File: src/rtl/encrypt_arbiter.sv
// Two-requester arbiter in front of a fixed-latency byte encryption unit.
// Grants one byte per cycle, tags each issue with {issued, requester, key slot}
// and routes the unit's result back to the right requester LAT cycles later.
// Build option: define ENCRYPT_ARB_FIXED_PRIO_EN for fixed priority (requester 0
// always wins); otherwise contention is resolved round-robin.
module encrypt_arbiter #(
    parameter int LAT = 2
) (
    input  logic       clk,
    input  logic       rst,
    input  logic       req0_valid,
    input  logic [7:0] req0_data,
    output logic       req0_ready,
    input  logic       req1_valid,
    input  logic [7:0] req1_data,
    output logic       req1_ready,
    output logic       rsp0_valid,
    output logic [7:0] rsp0_data,
    output logic       rsp1_valid,
    output logic [7:0] rsp1_data,
    output logic [1:0] rsp_key_idx,
    output logic       enc_en,
    output logic [7:0] enc_din,
    input  logic       enc_v,
    input  logic [7:0] enc_dout,
    output logic       busy,
    output logic       err
);

    typedef enum logic [1:0] {
        IDLE   = 2'd0,
        ACTIVE = 2'd1,
        DRAIN  = 2'd2
    } state_t;

    state_t             state_q, state_d;
    logic [1:0]         key_q, key_d;
    logic               err_q, err_d;
    logic [LAT-1:0]     tag_issued_q, tag_issued_d;
    logic [LAT-1:0]     tag_id_q, tag_id_d;
    logic [LAT-1:0][1:0] tag_slot_q, tag_slot_d;

    logic grant0, grant1, grant_any;
    logic out_issued, out_id, rsp_fire;
    logic [1:0] out_slot;

`ifdef ENCRYPT_ARB_FIXED_PRIO_EN
    // Fixed priority: requester 1 only gets the unit when requester 0 is silent.
    always_comb begin
        grant0 = rst & req0_valid;
        grant1 = rst & req1_valid & ~req0_valid;
    end
`else
    logic rr_q, rr_d;

    // Round-robin: rr_q set means requester 1 wins the next contention.
    always_comb begin
        grant0 = rst & req0_valid & (~req1_valid | ~rr_q);
        grant1 = rst & req1_valid & (~req0_valid | rr_q);
        rr_d   = rr_q;
        if (grant0) begin
            rr_d = 1'b1;
        end else if (grant1) begin
            rr_d = 1'b0;
        end
    end

    // Pointer register; reset favours requester 0.
    always_ff @(posedge clk or negedge rst) begin
        if (!rst) begin
            rr_q <= 1'b0;
        end else begin
            rr_q <= rr_d;
        end
    end
`endif

    // Handshake and encrypt-unit drive; din is forced to zero when nothing is issued.
    always_comb begin
        grant_any  = grant0 | grant1;
        req0_ready = grant0;
        req1_ready = grant1;
        enc_en     = grant_any;
        enc_din    = 8'h00;
        if (grant0) begin
            enc_din = req0_data;
        end else if (grant1) begin
            enc_din = req1_data;
        end
    end

    // Key slot advances once per issued byte and wraps 2 -> 0.
    always_comb begin
        key_d = key_q;
        if (grant_any) begin
            key_d = (key_q == 2'd2) ? 2'd0 : key_q + 2'd1;
        end
    end

    // Tag shift register mirroring the unit's latency; stage LAT-1 lines up with enc_v.
    always_comb begin
        tag_issued_d = tag_issued_q;
        tag_id_d     = tag_id_q;
        tag_slot_d   = tag_slot_q;
        for (int i = LAT - 1; i > 0; i--) begin
            tag_issued_d[i] = tag_issued_q[i-1];
            tag_id_d[i]     = tag_id_q[i-1];
            tag_slot_d[i]   = tag_slot_q[i-1];
        end
        tag_issued_d[0] = grant_any;
        tag_id_d[0]     = grant1;
        tag_slot_d[0]   = key_q;
    end

    // Response routing plus sticky detection of enc_v disagreeing with the tag.
    always_comb begin
        out_issued  = tag_issued_q[LAT-1];
        out_id      = tag_id_q[LAT-1];
        out_slot    = tag_slot_q[LAT-1];
        rsp_fire    = out_issued & enc_v;
        rsp0_valid  = rsp_fire & ~out_id;
        rsp1_valid  = rsp_fire & out_id;
        rsp0_data   = rsp0_valid ? enc_dout : 8'h00;
        rsp1_data   = rsp1_valid ? enc_dout : 8'h00;
        rsp_key_idx = rsp_fire ? out_slot : 2'd0;
        err_d       = err_q | (enc_v != out_issued);
        err         = err_q;
    end

    // Activity FSM: DRAIN covers the tail where tags are still in flight.
    always_comb begin
        state_d = state_q;
        case (state_q)
            IDLE: begin
                if (grant_any) state_d = ACTIVE;
            end
            ACTIVE: begin
                if (grant_any)          state_d = ACTIVE;
                else if (|tag_issued_q) state_d = DRAIN;
                else                    state_d = IDLE;
            end
            DRAIN: begin
                if (grant_any)          state_d = ACTIVE;
                else if (!(|tag_issued_q)) state_d = IDLE;
            end
            default: state_d = IDLE;
        endcase
        busy = (state_q == ACTIVE) || (state_q == DRAIN);
    end

    // State registers; reset discards every in-flight tag.
    always_ff @(posedge clk or negedge rst) begin
        if (!rst) begin
            state_q      <= IDLE;
            key_q        <= 2'd0;
            err_q        <= 1'b0;
            tag_issued_q <= '0;
            tag_id_q     <= '0;
            tag_slot_q   <= '0;
        end else begin
            state_q      <= state_d;
            key_q        <= key_d;
            err_q        <= err_d;
            tag_issued_q <= tag_issued_d;
            tag_id_q     <= tag_id_d;
            tag_slot_q   <= tag_slot_d;
        end
    end

endmodule

File: config.mk
export PLATFORM = sky130hd
export DESIGN_NAME = encrypt_arbiter
export DESIGN_NICKNAME = d
export VERILOG_FILES = /design/src/rtl/encrypt_arbiter.sv
export SDC_FILE = /design/constraint.sdc
export NUM_CORES = 1
export LEC_CHECK = 0
export CORE_ASPECT_RATIO = 1.2
export CORE_MARGIN = 4
export CORE_UTILIZATION = 35
export DETAILED_ROUTE_END_ITERATION = 6
export MAX_ROUTING_LAYER = met4
export PLACE_DENSITY = 0.85
export SLEW_MARGIN = 20
export SYNTH_ARGS = -nofsm -noshare
export SYNTH_HDL_FRONTEND = slang
export SYNTH_SLANG_ARGS = --single-unit
export TNS_END_PERCENT = 30
File: constraint.sdc
create_clock -name clk -period 2.7 [get_ports clk]
set_clock_uncertainty 0.2 [all_clocks]
set_input_delay 0.405 -clock clk [delete_from_list [all_inputs] [get_ports clk]]
set_output_delay 0.405 -clock clk [all_outputs]
set_load 0.01 [all_outputs]
==> results.yml <==
setup_path:
  critPathMaxStageDelay_ns: 0.54
  cp_slowest_cell: "clkdlybuf4s50_1"
  r2r-end: "state_q[0]$_DFFE_PN0P_"
  cp.arrival_ns: 2.00
  rrSetupSlack_ns: 1.12
  endpoint_kind: "primary output"
  path_max_fanout: 9
  worstSetupStartpoint: "rst"
  crit_end: "enc_din[1]"
  crit_type: "primary input to primary output"
  start_kind: "primary input"
  cp.required_ns: 2.10
  r2r.worst_path.cells: 5
  critPathMostFrequentCell: "clkdlybuf4s50_1"
  path_cells: "clkdlybuf4s50_1 -> nand2_1 -> a21oi_4 -> a22o_1 -> clkdlybuf4s50_1"
  reg2reg_from: "state_q[0]$_DFFE_PN0P_"
final_layout:
  n_fill_cell: 171
  drive_gt1_share_pct: 14.4
  n_antenna_cell: 0
  layout.nets: 181
  ff_latch_area_um2: 350
  fin_area_um2: 1520
  area_growth_pct: 96.6
  multi_input_area_um2: 404
power:
  peakVddDrop_v: 0.000396
  p_leak_uw: 0.000695
  power_density_nw_per_um2: 479
  power_uw: 729
floorplanning:
  core_area_um2: 2070
  start_util_pct: 37.3
  rows: 18
  pin_count: 62
  dieWidth_um: 50.9
  die_area_um2: 3030
  fp.dieH_um: 59.5
outcome:
  outcome: "completed"
sta:
  fmax_mhz: 383
  slew_headroom_pct: 83.7
  tightestPinTransition_ns: 0.243
  timing.setup.tns_ns: 0
  rsz0062_at_grt: "no"
  period_minus_slack_ns: 2.61
  fin_crit_sh_pct: 96.6
  hold_violations: 0
  setup_violations: 0
  slew_viol_final: 0
global_routing:
  grt_overflow: 0
  grt_max_degree: 12
  grt_pass1_wl_um: 3450
  antenna_found_initial: 0
  grt_pass1_vias: 829
  grt_usage_pct: 15.8
clock_network:
  root_buffer: "clkbuf_4"
  cts.clk_slew.worst_paths_ns: 0.08
  cts_buffer_depth: 2
  numCtsBuffers: 3
  cts_tree: "built"
  clk_latency_ns: 0.28
  h-tree-depth: 1
  clkSinkCount: 14
  cts_hold_buf: 0
synthesis:
  synth-seq-cells: 14
  ys_types: 22
  synth_edf_count: 0
  synth_area_um2: 773
  yosys.area.top_type: "dfrtp_1"
  yosysTopAreaCellShare_pct: 45.3
  synthTopCellsByArea: "dfrtp_1 45%, a22o_1 9.1%, and2_1 8.9%"
  synth-async-reset-ratio_pct: 100
  synth_ff_type: "dfrtp_1"
  yosysWarnings: 0
  avgSynthCellArea_um2: 10.3
  seq_area_frac_synth_pct: 45.3
  postSynthCellCount: 75
  synth_fp_nets: 109
  yosysMostFrequentCell: "dfrtp_1"
  synthTopCellsByCount: "14 x dfrtp_1, 11 x and2_1, 8 x a22o_1, 8 x and3_1, 5 x ha_1"
route:
  drt_iter0_drc: 13
  dr.pass1.iters: 4
  vias: 832
  drc: 0
  viasPerCell: 4.73
  post_drt_wl_per_cell_um: 12.8
  routed_wl_um: 2250
  postRouteAntennaNets: 0
place:
  dp_hpwl_um: 2000
  place.gp.congestion: 0.824
  numPortBuffers: 61
  dpl_cell_area_um2: 1470
worst_hold_path:
  hp-class: "flip-flop to flip-flop"
flow_run:
  maxCapViolations: 0
worst max-delay path, delay by kind of cell:
kind / cells / cell delay, ns
buffers and inverters: 2 / 1.06
and+or+nand+nor: 1 / 0.11
AOI/OAI and AO/OA: 2 / 0.43
worst min-delay path by stage:
stage | start | to | slack (ns) | depth (start not counted)
final | tag_slot_d[2]$_DFF_PN0_ | out_slot[0]$_DFF_PN0_ | 0.15 | 0
after global routing | tag_slot_d[3]$_DFF_PN0_ | out_slot[1]$_DFF_PN0_ | 0.16 | 0
after CTS | tag_slot_d[2]$_DFF_PN0_ | out_slot[0]$_DFF_PN0_ | 0.15 | 0
after detailed placement | tag_slot_d[2]$_DFF_PN0_ | out_slot[0]$_DFF_PN0_ | 0.14 | 0
after global placement | tag_slot_d[2]$_DFF_PN0_ | out_slot[0]$_DFF_PN0_ | 0.13 | 0
after floorplan | rst | err$_DFF_PN0_ | -0.09 | 0
layout by cell type, fill, tap and decap left out:
cell              n
a21o_2            2
a21oi_1           1
a21oi_2           1
a21oi_4           1
a221oi_2          1
a22o_1            8
and2_1           11
and3_1            8
buf_4             8
clkbuf_4          3
clkbuf_8          1
clkdlybuf4s50_1  60
dfrtp_1          14
dlymetal6s2s_1    1
ha_1              5
inv_1             4
inv_2             1
mux2i_1           1
nand2_1           4
nor2_1            2
nor2b_1           1
nor3_1            1
o211ai_1          1
o21a_1            1
o21ai_0           2
o21ai_2           1
or2_2             2
cell type report:
cell class | instances | share of cell area (%)
inverters | 5 | 1.23
multi-input cells | 54 | 26.6
clock buffers | 4 | 2.39
flip-flops and latches | 14 | 23.0
repair buffers | 69 | 44.3
well taps | 30 | 2.47
kinds of logic (layout without fill, tap and decap cells):
logic type                 after synthesis  in the layout  synth area share [%]
and+or+nand+nor                         29             29                  21.4
muxes                                    1              1                  1.29
DFF                                     14             14                  45.3
buffers and inverters                    7             78                  3.40
AOI/OAI and AO/OA                       19             19                  20.6
adders and majority gates                5              5                  8.09
state kept, by name, indices dropped and copies added, names as in the netlist:
signal	flops
tag_slot_d	2
tag_id_q	2
rr_q	1
tag_issued_q	2
state_q	2
key_q	2
err	1
out_slot	2
power breakdown:
group	leakage, uW	switching, uW	internal, uW	total, uW
clock	0.0000210	68.5	81.9	150
sequential	0.000174	34.7	262	297
combinational	0.000500	116	166	281
stage by stage:
stage	hold slack, ns	util (%)	std cells	worst slack, ns
global placement	0.132	71.1	172	0.0460
floorplan	-0.0906	-	75	0.969
detailed placement	0.136	71.1	172	0.0240
global route	0.162	73.4	176	0.00215
CTS	0.154	72.9	176	0.0164
finish	0.151	73.4	176	0.0920
routing by layer:
layer	vias up	global-route usage [%]	share of wire [%]
li1	404	-	-
met1	360	17.7	44
met2	64	26.5	44
met3	4	3.27	10
met4	0	7.69	2.0
met5	-	-	0
timing repair:
item                       4_1_cts  5_1_grt
setup endpoints to repair        0        9
resized for setup                0        2
setup buffers                    0        0
Note: power is estimated with default switching activity, not from simulation.
